===== src/rtl/lvl_gen_pkg.sv =====
// Shared types and helpers for the pulse-to-level converter.
// Contents: state encoding, the state enum, and a counter width helper.
package lvl_gen_pkg;

    localparam logic [1:0] ENC_IDLE = 2'd0;
    localparam logic [1:0] ENC_HOLD = 2'd1;
    localparam logic [1:0] ENC_GAP  = 2'd2;

    typedef enum logic [1:0] {
        IDLE = ENC_IDLE,
        HOLD = ENC_HOLD,
        GAP  = ENC_GAP
    } lvl_gen_state_t;

    // Bits needed to count 0..max_val, never less than one.
    function automatic int unsigned cnt_width(input int unsigned max_val);
        int unsigned w;
        w = $clog2(max_val + 1);
        return (w < 1) ? 1 : w;
    endfunction

endpackage


===== src/rtl/lvl_gen_if.sv =====
// Event/level interface between a pulse producer, lvl_gen and its consumer.
// master: drives pulse_sig/ack, observes the level side.
// slave : lvl_gen itself; receives pulse_sig/ack, drives lvl_sig, pend_cnt, ovf, timeout.
interface lvl_gen_if #(
    parameter int unsigned PEND_W = 2
);
    logic              pulse_sig;
    logic              ack;
    logic              lvl_sig;
    logic [PEND_W-1:0] pend_cnt;
    logic              ovf;
    logic              timeout;

    modport master (
        output pulse_sig, ack,
        input  lvl_sig, pend_cnt, ovf, timeout
    );

    modport slave (
        input  pulse_sig, ack,
        output lvl_sig, pend_cnt, ovf, timeout
    );
endinterface


===== src/rtl/lvl_gen_pend_ctr.sv =====
// pend_ctr: saturating up/down counter of queued events.
// Ports: clk, reset (async, active-high), inc, dec -> count, ovf (1-cycle drop pulse),
// nonzero (count != 0). All outputs registered.
module pend_ctr #(
    parameter int unsigned PEND_W = 2
) (
    input  logic              clk,
    input  logic              reset,
    input  logic              inc,
    input  logic              dec,
    output logic [PEND_W-1:0] count,
    output logic              ovf,
    output logic              nonzero
);
    localparam logic [PEND_W-1:0] CNT_MAX = '1;

    logic [PEND_W-1:0] count_d, count_q;
    logic              ovf_d, ovf_q;
    logic              nonzero_d, nonzero_q;

    // Simultaneous inc/dec frees and refills one slot, so it never overflows.
    always_comb begin
        count_d = count_q;
        ovf_d   = 1'b0;
        if (inc && !dec) begin
            if (count_q == CNT_MAX) begin
                ovf_d = 1'b1;
            end else begin
                count_d = count_q + PEND_W'(1);
            end
        end else if (dec && !inc) begin
            if (count_q != '0) begin
                count_d = count_q - PEND_W'(1);
            end
        end
        nonzero_d = (count_d != '0);
    end

    always_ff @(posedge clk or posedge reset) begin
        if (reset) begin
            count_q   <= '0;
            ovf_q     <= 1'b0;
            nonzero_q <= 1'b0;
        end else begin
            count_q   <= count_d;
            ovf_q     <= ovf_d;
            nonzero_q <= nonzero_d;
        end
    end

    assign count   = count_q;
    assign ovf     = ovf_q;
    assign nonzero = nonzero_q;

endmodule


===== src/rtl/lvl_gen.sv =====
// lvl_gen: converts single-cycle event pulses into acknowledged levels, queuing
// events that arrive while a level is active or cooling down.
// Ports: clk, reset (async, active-high), bus (lvl_gen_if.slave):
//   pulse_sig/ack in; lvl_sig, pend_cnt, ovf, timeout out (all registered).
// Build option: define LVL_GEN_TIMEOUT_EN to end a level after HOLD_CYCLES
// without ack; otherwise the hold counter is not built and timeout is tied low.
module lvl_gen
    import lvl_gen_pkg::*;
#(
    parameter int unsigned HOLD_CYCLES = 8,
    parameter int unsigned GAP_CYCLES  = 1,
    parameter int unsigned PEND_W      = 2
) (
    input  logic       clk,
    input  logic       reset,
    lvl_gen_if.slave   bus
);
    localparam int unsigned      GAP_W    = cnt_width(GAP_CYCLES);
    localparam logic [GAP_W-1:0] GAP_LAST = GAP_W'(GAP_CYCLES - 1);

    lvl_gen_state_t    state_d, state_q;
    logic [GAP_W-1:0]  gap_cnt_d, gap_cnt_q;
    logic              lvl_d, lvl_q;
    logic              gap_last;
    logic              pend_inc, pend_dec;
    logic [PEND_W-1:0] pend_count;
    logic              pend_ovf;
    logic              pend_nonzero;

`ifdef LVL_GEN_TIMEOUT_EN
    localparam int unsigned       HOLD_W    = cnt_width(HOLD_CYCLES);
    localparam logic [HOLD_W-1:0] HOLD_LAST = HOLD_W'(HOLD_CYCLES - 1);

    logic [HOLD_W-1:0] hold_cnt_d, hold_cnt_q;
    logic              timeout_d, timeout_q;
`endif

    pend_ctr #(.PEND_W(PEND_W)) u_pend_ctr (
        .clk     (clk),
        .reset   (reset),
        .inc     (pend_inc),
        .dec     (pend_dec),
        .count   (pend_count),
        .ovf     (pend_ovf),
        .nonzero (pend_nonzero)
    );

    assign gap_last = (gap_cnt_q == GAP_LAST);

    // Next state, counters and queue control.
    always_comb begin
        state_d   = state_q;
        gap_cnt_d = gap_cnt_q;
        pend_inc  = 1'b0;
        pend_dec  = 1'b0;
`ifdef LVL_GEN_TIMEOUT_EN
        hold_cnt_d = hold_cnt_q;
        timeout_d  = 1'b0;
`endif
        unique case (state_q)
            IDLE: begin
                // Consumed directly; the queue is empty here.
                if (bus.pulse_sig) begin
                    state_d = HOLD;
                end
            end
            HOLD: begin
                pend_inc = bus.pulse_sig;
`ifdef LVL_GEN_TIMEOUT_EN
                hold_cnt_d = hold_cnt_q + HOLD_W'(1);
`endif
                if (bus.ack) begin
                    state_d = GAP;
`ifdef LVL_GEN_TIMEOUT_EN
                end else if (hold_cnt_q == HOLD_LAST) begin
                    state_d   = GAP;
                    timeout_d = 1'b1;
`endif
                end
            end
            GAP: begin
                if (gap_last) begin
                    // Queue has priority; a same-cycle pulse is queued behind it.
                    if (pend_nonzero) begin
                        state_d  = HOLD;
                        pend_dec = 1'b1;
                        pend_inc = bus.pulse_sig;
                    end else if (bus.pulse_sig) begin
                        state_d = HOLD;
                    end else begin
                        state_d = IDLE;
                    end
                end else begin
                    gap_cnt_d = gap_cnt_q + GAP_W'(1);
                    pend_inc  = bus.pulse_sig;
                end
            end
            default: state_d = IDLE;
        endcase

        // Every state entry restarts the counters.
        if (state_d != state_q) begin
            gap_cnt_d = '0;
`ifdef LVL_GEN_TIMEOUT_EN
            hold_cnt_d = '0;
`endif
        end

        lvl_d = (state_d == HOLD);
    end

    always_ff @(posedge clk or posedge reset) begin
        if (reset) begin
            state_q   <= IDLE;
            gap_cnt_q <= '0;
            lvl_q     <= 1'b0;
`ifdef LVL_GEN_TIMEOUT_EN
            hold_cnt_q <= '0;
            timeout_q  <= 1'b0;
`endif
        end else begin
            state_q   <= state_d;
            gap_cnt_q <= gap_cnt_d;
            lvl_q     <= lvl_d;
`ifdef LVL_GEN_TIMEOUT_EN
            hold_cnt_q <= hold_cnt_d;
            timeout_q  <= timeout_d;
`endif
        end
    end

    assign bus.lvl_sig  = lvl_q;
    assign bus.pend_cnt = pend_count;
    assign bus.ovf      = pend_ovf;
`ifdef LVL_GEN_TIMEOUT_EN
    assign bus.timeout  = timeout_q;
`else
    assign bus.timeout  = 1'b0;
`endif

endmodule


===== src/flat_wrapper.sv =====
// flat-port wrapper written by rule: the top's interface ports become plain ports
module lvl_gen_flat import lvl_gen_pkg::*;
#(
    parameter int unsigned HOLD_CYCLES = 8,
    parameter int unsigned GAP_CYCLES  = 1,
    parameter int unsigned PEND_W      = 2
)
  (clk, reset, bus_pulse_sig, bus_ack, bus_lvl_sig, bus_pend_cnt, bus_ovf, bus_timeout);
  lvl_gen_if #(.PEND_W(PEND_W)) bus_i ();
  input  logic clk;
  input  logic reset;
  input wire logic [$bits(bus_i.pulse_sig)-1:0] bus_pulse_sig;
  input wire logic [$bits(bus_i.ack)-1:0] bus_ack;
  output wire logic [$bits(bus_i.lvl_sig)-1:0] bus_lvl_sig;
  output wire logic [$bits(bus_i.pend_cnt)-1:0] bus_pend_cnt;
  output wire logic [$bits(bus_i.ovf)-1:0] bus_ovf;
  output wire logic [$bits(bus_i.timeout)-1:0] bus_timeout;
  assign bus_i.pulse_sig = bus_pulse_sig;
  assign bus_i.ack = bus_ack;
  assign bus_lvl_sig = bus_i.lvl_sig;
  assign bus_pend_cnt = bus_i.pend_cnt;
  assign bus_ovf = bus_i.ovf;
  assign bus_timeout = bus_i.timeout;
  lvl_gen #(.HOLD_CYCLES(HOLD_CYCLES), .GAP_CYCLES(GAP_CYCLES), .PEND_W(PEND_W)) u_core (.clk(clk), .reset(reset), .bus(bus_i));
endmodule

===== config.mk =====
export PLATFORM = sky130hd
export DESIGN_NAME = lvl_gen_flat
export DESIGN_NICKNAME = d
export VERILOG_FILES = /design/src/rtl/lvl_gen_pkg.sv /design/src/rtl/lvl_gen_if.sv /design/src/rtl/lvl_gen_pend_ctr.sv /design/src/rtl/lvl_gen.sv /design/src/flat_wrapper.sv
export SDC_FILE = /design/constraint.sdc
export NUM_CORES = 1
export LEC_CHECK = 0
export CAP_MARGIN = 0
export CORE_AREA = 2 2 39 41
export DETAILED_ROUTE_END_ITERATION = 10
export DIE_AREA = 0 0 41 43
export HOLD_SLACK_MARGIN = 0.02
export PLACE_DENSITY = 0.54
export REMOVE_ABC_BUFFERS = 1
export SYNTH_ARGS = -nofsm -noshare
export SYNTH_HDL_FRONTEND = slang
export SYNTH_SLANG_ARGS = --single-unit

===== constraint.sdc =====
create_clock -name clk -period 3.3 [get_ports clk]
set_input_delay 0.33 -clock clk [delete_from_list [all_inputs] [get_ports clk]]
set_output_delay 0.33 -clock clk [all_outputs]
set_load 0.05 [all_outputs]

# Yosys cells after proc, flatten, opt, wreduce, memory -nomap -nowiden
# Index checks and enable logic that the tools add are counted.
# Widths: inputs -> output; s select.
word_totals:
  reg_bits: 8
  wordCells: 43
op_classes:
  reduce_logical: 8
  n_eq_ne: 5
  mux: 21
  n_addsub: 3
op_table:
  columns: ["op", "n"]
  rows:
  - ["$mux 2", 8]
  - ["$mux 1", 11]
  - ["$pmux 2 s3", 1]
  - ["$reduce_bool 2->1", 3]
  - ["$eq 2x1->1 const B", 2]
  - ["$eq 2x2->1 const B", 2]
  - ["$add 2x1->2 const B", 1]
  - ["$logic_and 1x1->1", 2]
  - ["$logic_not 1->1", 2]
  - ["$logic_not 2->1", 1]
  - ["$ne 2x2->1", 1]
  - ["$pmux 1 s2", 1]
  - ["$sub 2x1->2 const B", 1]
  - ["$add 1x1->1 const B", 1]

# Depth between registers and ports, before layout
depth:
  ltp_word: 8
  depth_mapped: 5

# Modules after synthesis
# From an unflattened synthesis, not the netlist that was laid out.
unflattened:
  cells_unflattened: 42
  area_unflattened_um2: 425.4
modules_own_cells:
  columns: ["module", "n_inst", "cells_each", "seq_area_each_um2", "area_each_um2"]
  rows:
  - ["lvl_gen", 1, 25, 75.1, 236.5]
  - ["pend_ctr", 1, 17, 100.1, 188.9]

# Least setup slack after synthesis
# No wires, ideal clock.
synth_path:
  kind: "reg-to-reg"
  from: "register u_core.state_q[0]"
  to: "register u_core.u_pend_ctr.count_q[0], in the netlist u_core.u_pend_ctr.count[0]"
  required_ns: 3.171
  period_less_slack_ns: 1.351
  arrival_ns: 1.222
  setup_slack_ns: 1.949
  path_stages_with_launch: 6
  setup_time_ns: 0.129
  n_path_buf: 0
  cell_sequence: "dfrtp_1 -> inv_1 -> ha_1 -> and2_2 -> a221oi_2 -> a211oi_2"
synth_between:
  elab_chain_cells: 6
  word_cells_on_any_way: 10
  classes_between: "2 x eq/ne; 4 x mux; 4 x reduce/logical"
synth_lines:
  columns: ["element", "line", "text"]
  rows:
  - ["start: declaration", "lvl_gen.sv:21", "lvl_gen_state_t state_d, state_q;"]
  - ["start signal: assignment", "lvl_gen.sv:122", "state_q <= state_d;"]
  - ["$eq 2x2->1 or $eq 2x1->1 (tied branches)", "lvl_gen.sv:60", "unique case (state_q)"]
  - ["$pmux 1 s2", "lvl_gen.sv:60", null]
  - ["$logic_not 1->1", "lvl_gen_pend_ctr.sv:31", "end else if (dec && !inc) begin"]
  - ["$logic_and 1x1->1", "lvl_gen_pend_ctr.sv:31", null]
  - ["$mux 2", "lvl_gen_pend_ctr.sv:31", null]
  - ["$mux 2 *", "lvl_gen_pend_ctr.sv:25", "if (inc && !dec) begin"]
  - ["named net u_core.u_pend_ctr.count_d[0]", "lvl_gen_pend_ctr.sv:17", "logic [PEND_W-1:0] count_d, count_q;"]
  - ["end signal: assignment", "lvl_gen_pend_ctr.sv:45", "count_q <= count_d;"]
  - ["end: declaration", "lvl_gen_pend_ctr.sv:17", null]
# The timed path passes the listed nets; every way through them passes the cells marked *.
# A chain may end at the register's enable or synchronous reset.

# Worst setup path after layout
layout_path:
  from: "register u_core.u_pend_ctr.count_q[0], in the netlist u_core.u_pend_ctr.count[0]"
  to: "output bus_pend_cnt[0]"
layout_lines:
  columns: ["element", "line", "text"]
  rows:
  - ["end: declaration", "flat_wrapper.sv:15", "output wire logic [$bits(bus_i.pend_cnt)-1:0] bus_pend_cnt;"]
# No word-level cell between the ends.

==> impl_metrics.py <==
metrics = {
    "floorplanning": {
        "core_area_sq_um": 1380,
        "row_count": 14,
        "floorplan.die_area_sq_um": 1760,
        "die_height_um": 43,
        "initial_util_pct": 30.7,
        "die_w_um": 41,
        "top_level_ports": 9,
    },
    "clock_tree": {
        "clkSlewWorstSetupHoldPaths_ps": 60,
        "tritoncts": "yes",
        "cts_setup_buffers": 0,
        "cts_root_buf": "sky130_fd_sc_hd__clkbuf_4",
        "cts-buffers-inserted": 3,
        "cts.sinks": 7,
        "cts_hold_buffers": 0,
        "clock_latency_at_the_later_pin_of_the_worst_skew_pair_ps": 250,
        "cts_max_level": 1,
        "buffer_levels_on_the_longest_clock_path": 2,
        "post_cts_resized": 0,
    },
    "grt": {
        "pin_count_of_the_biggest_net_entering_global_routing": 10,
        "grt_pass1_vias": 325,
        "grt_use_total_pct": 11.8,
        "initial_antenna_violation_count": 0,
        "grt_first_pass_wirelength_um": 1370,
        "grt-ovfl-total": 0,
    },
    "placed_design": {
        "portBuffers": 7,
        "placed_cells_incl_taps": 65,
        "detailed_place_hpwl_um": 604,
        "placement_stage_worst_setup_slack_ps": 1660,
        "gpl.final_weighted_congestion": 0.733,
        "post_dp_cell_area_sq_um": 507,
    },
    "yosys": {
        "synthArstFlopShare_pct": 100,
        "synth-edff-count": 0,
        "synthTopCellsByArea": "sky130_fd_sc_hd__dfrtp_1 41%, sky130_fd_sc_hd__ha_1 12%, sky130_fd_sc_hd__o21ai_0 7.1%",
        "yosysTopAreaCell": "sky130_fd_sc_hd__dfrtp_1",
        "yosys_register_bits": 7,
        "count_leader_synth": "sky130_fd_sc_hd__dfrtp_1",
        "synth_seq_area_share_pct": 41.3,
        "yosysUniqueCellTypes": 21,
        "synth.cell_area_sq_um": 424,
        "post_synth_most_frequent_cells": "7 x sky130_fd_sc_hd__dfrtp_1, 6 x sky130_fd_sc_hd__o21ai_0, 4 x sky130_fd_sc_hd__ha_1, 4 x sky130_fd_sc_hd__nand2_1, 3 x sky130_fd_sc_hd__inv_1",
        "post_synth.cell_area_avg_sq_um": 9.86,
        "synth-main-ff-cell": "sky130_fd_sc_hd__dfrtp_1",
        "syn_inst": 43,
        "synth_top_cell_area_share_pct": 41.3,
        "synth-warning-count": 0,
    },
    "timing": {
        "final-setup-viol-count": 0,
        "maxClockFrequency_ghz": 0.521,
        "timing.setup.tns_ps": 0,
        "min_period_over_period_pct": 58.2,
        "setup_ws_ps": 1380,
        "rsz0062_at_grt": "false",
        "final.setup_skew_ps": 5.28,
        "drv_slew": 0,
        "period_needed_ps": 1920,
        "hold_violations": 0,
    },
    "drt": {
        "drtIter0Drc": 1,
        "drt-wirelength-per-cell_um": 11.4,
        "drc": 0,
        "totalWireLength_um": 787,
        "drtPass1Iterations": 2,
        "antenna_left": 0,
        "routed_via_density": 4.80,
        "vias": 331,
    },
    "layout": {
        "multi_input_area_sq_um": 230,
        "post-route-cell-area_sq_um": 533,
        "diodes": 0,
        "n_fill_cell": 166,
        "areaGrowthSynthToFinish_pct": 25.7,
        "area.sequential_sq_um": 175,
        "post_route_cells_drive_above_1_share_pct": 15.1,
        "final_nets": 62,
        "instances_no_fill": 69,
    },
    "critical_path": {
        "cp.buffers_inverters": 1,
        "worst_ep_required_time_ps": 2970,
        "worstSetupPathType": "register to output port",
        "path_delay_family": "buffers and inverters",
        "crit_path_largest_cell_delay_ps": 850,
        "critPathSlowestCell": "sky130_fd_sc_hd__clkdlybuf4s50_1",
        "critical_path.endpoint_type": "output port",
        "critPathLaunchType": "register",
        "critical_path_peak_fanout": 9,
        "arrival_ps": 1590,
        "crit_chain": "clkdlybuf4s50_1",
    },
    "status": {
        "run_status": "finished, final reports clean",
    },
    "flow_run": {
        "max-cap-violations": 0,
    },
    "pwr": {
        "vdd_ir_drop_max_uv": 259,
        "power_per_cell_area_nw_per_um2": 1020,
        "power_leakage_uw": 0.000226,
        "power_uw": 543,
    },
    "worst_hold_path": {
        "timing.hold.worst.class": "primary input to async pin",
    },
}
## flip-flops by register name, indices dropped and copies added (netlist names)
name and cells:
u_core.state_q 2, u_core.bus.lvl_sig 1, u_core.u_pend_ctr.nonzero 1, u_core.u_pend_ctr.count 2
u_core.u_pend_ctr.ovf 1
## where the power goes
| group | switching (uW) | leakage, uW | internal [uW] |
|---|---|---|---|
| Clock | 34.2 | 0.0000150 | 46.3 |
| Sequential | 41.9 | 0.0000821 | 121 |
| Combinational | 178 | 0.000129 | 122 |
## final timing paths
path	from	cells after the start	slack (ps)	end
min	reset	2	310	u_core.u_pend_ctr.count[0]
max in group asynchronous	reset	2	2770	u_core.state_q[1]
min in group clk	u_core.u_pend_ctr.count[1]	2	600	u_core.u_pend_ctr.ovf
max reg2reg	u_core.state_q[0]	5	1840	u_core.u_pend_ctr.count[0]
min reg2reg	u_core.u_pend_ctr.count[1]	2	600	u_core.u_pend_ctr.ovf
max	u_core.u_pend_ctr.count[0]	1	1380	bus_pend_cnt[0]
## through the flow
step           hold slack, ps  utilization, %
4_1_cts                   315            38.5
5_1_grt                   354            38.5
3_5_place_dp              590            36.6
2_1_floorplan             133               -
6_report                  306            38.5
3_3_place_gp              570            36.6
## cell usage in the layout, fill, tap and decap left out
master	n
sky130_fd_sc_hd__a211oi_2	1
sky130_fd_sc_hd__a21boi_1	1
sky130_fd_sc_hd__a21oi_1	2
sky130_fd_sc_hd__a221oi_2	1
sky130_fd_sc_hd__a311oi_2	1
sky130_fd_sc_hd__a31oi_1	2
sky130_fd_sc_hd__and2_2	1
sky130_fd_sc_hd__and2b_1	2
sky130_fd_sc_hd__clkbuf_1	1
sky130_fd_sc_hd__clkbuf_4	3
sky130_fd_sc_hd__clkdlybuf4s50_1	7
sky130_fd_sc_hd__conb_1	1
sky130_fd_sc_hd__dfrtp_1	7
sky130_fd_sc_hd__ha_1	4
sky130_fd_sc_hd__inv_1	3
sky130_fd_sc_hd__nand2_1	4
sky130_fd_sc_hd__nand3_1	1
sky130_fd_sc_hd__nand3b_1	1
sky130_fd_sc_hd__nor2_1	1
sky130_fd_sc_hd__nor2b_1	1
sky130_fd_sc_hd__nor3_1	1
sky130_fd_sc_hd__o21ai_0	6
sky130_fd_sc_hd__o21ai_2	1
## cells by family after synthesis
kind of cell / synth area share [%]
AO/OA/AOI/OAI: 26.3
AND/OR/NAND/NOR: 15.3
flip-flops: 41.3
buffers and inverters: 4.43
adder cells (fa/ha/maj): 11.8
other: 0.884
## per-layer routing
layer	GRT usage, %	vias up	part of all wire [%]	routed length (um)
met3	1.57	2	3.0	24
li1	-	168	-	-
met2	15.6	6	47	372
met4	10.0	0	1.5	12
met5	0	-	0	0
met1	15.8	155	48	378
## cell type report
| type | count | share of cell area (%) |
|---|---|---|
| Tap cell | 16 | 3.76 |
| Sequential cell | 7 | 32.9 |
| Timing Repair Buffer | 7 | 13.1 |
| Clock buffer | 4 | 4.93 |
| Multi-Input combinational cell | 32 | 43.2 |
| Inverter | 3 | 2.11 |
Power figures use the tool's default switching activity.
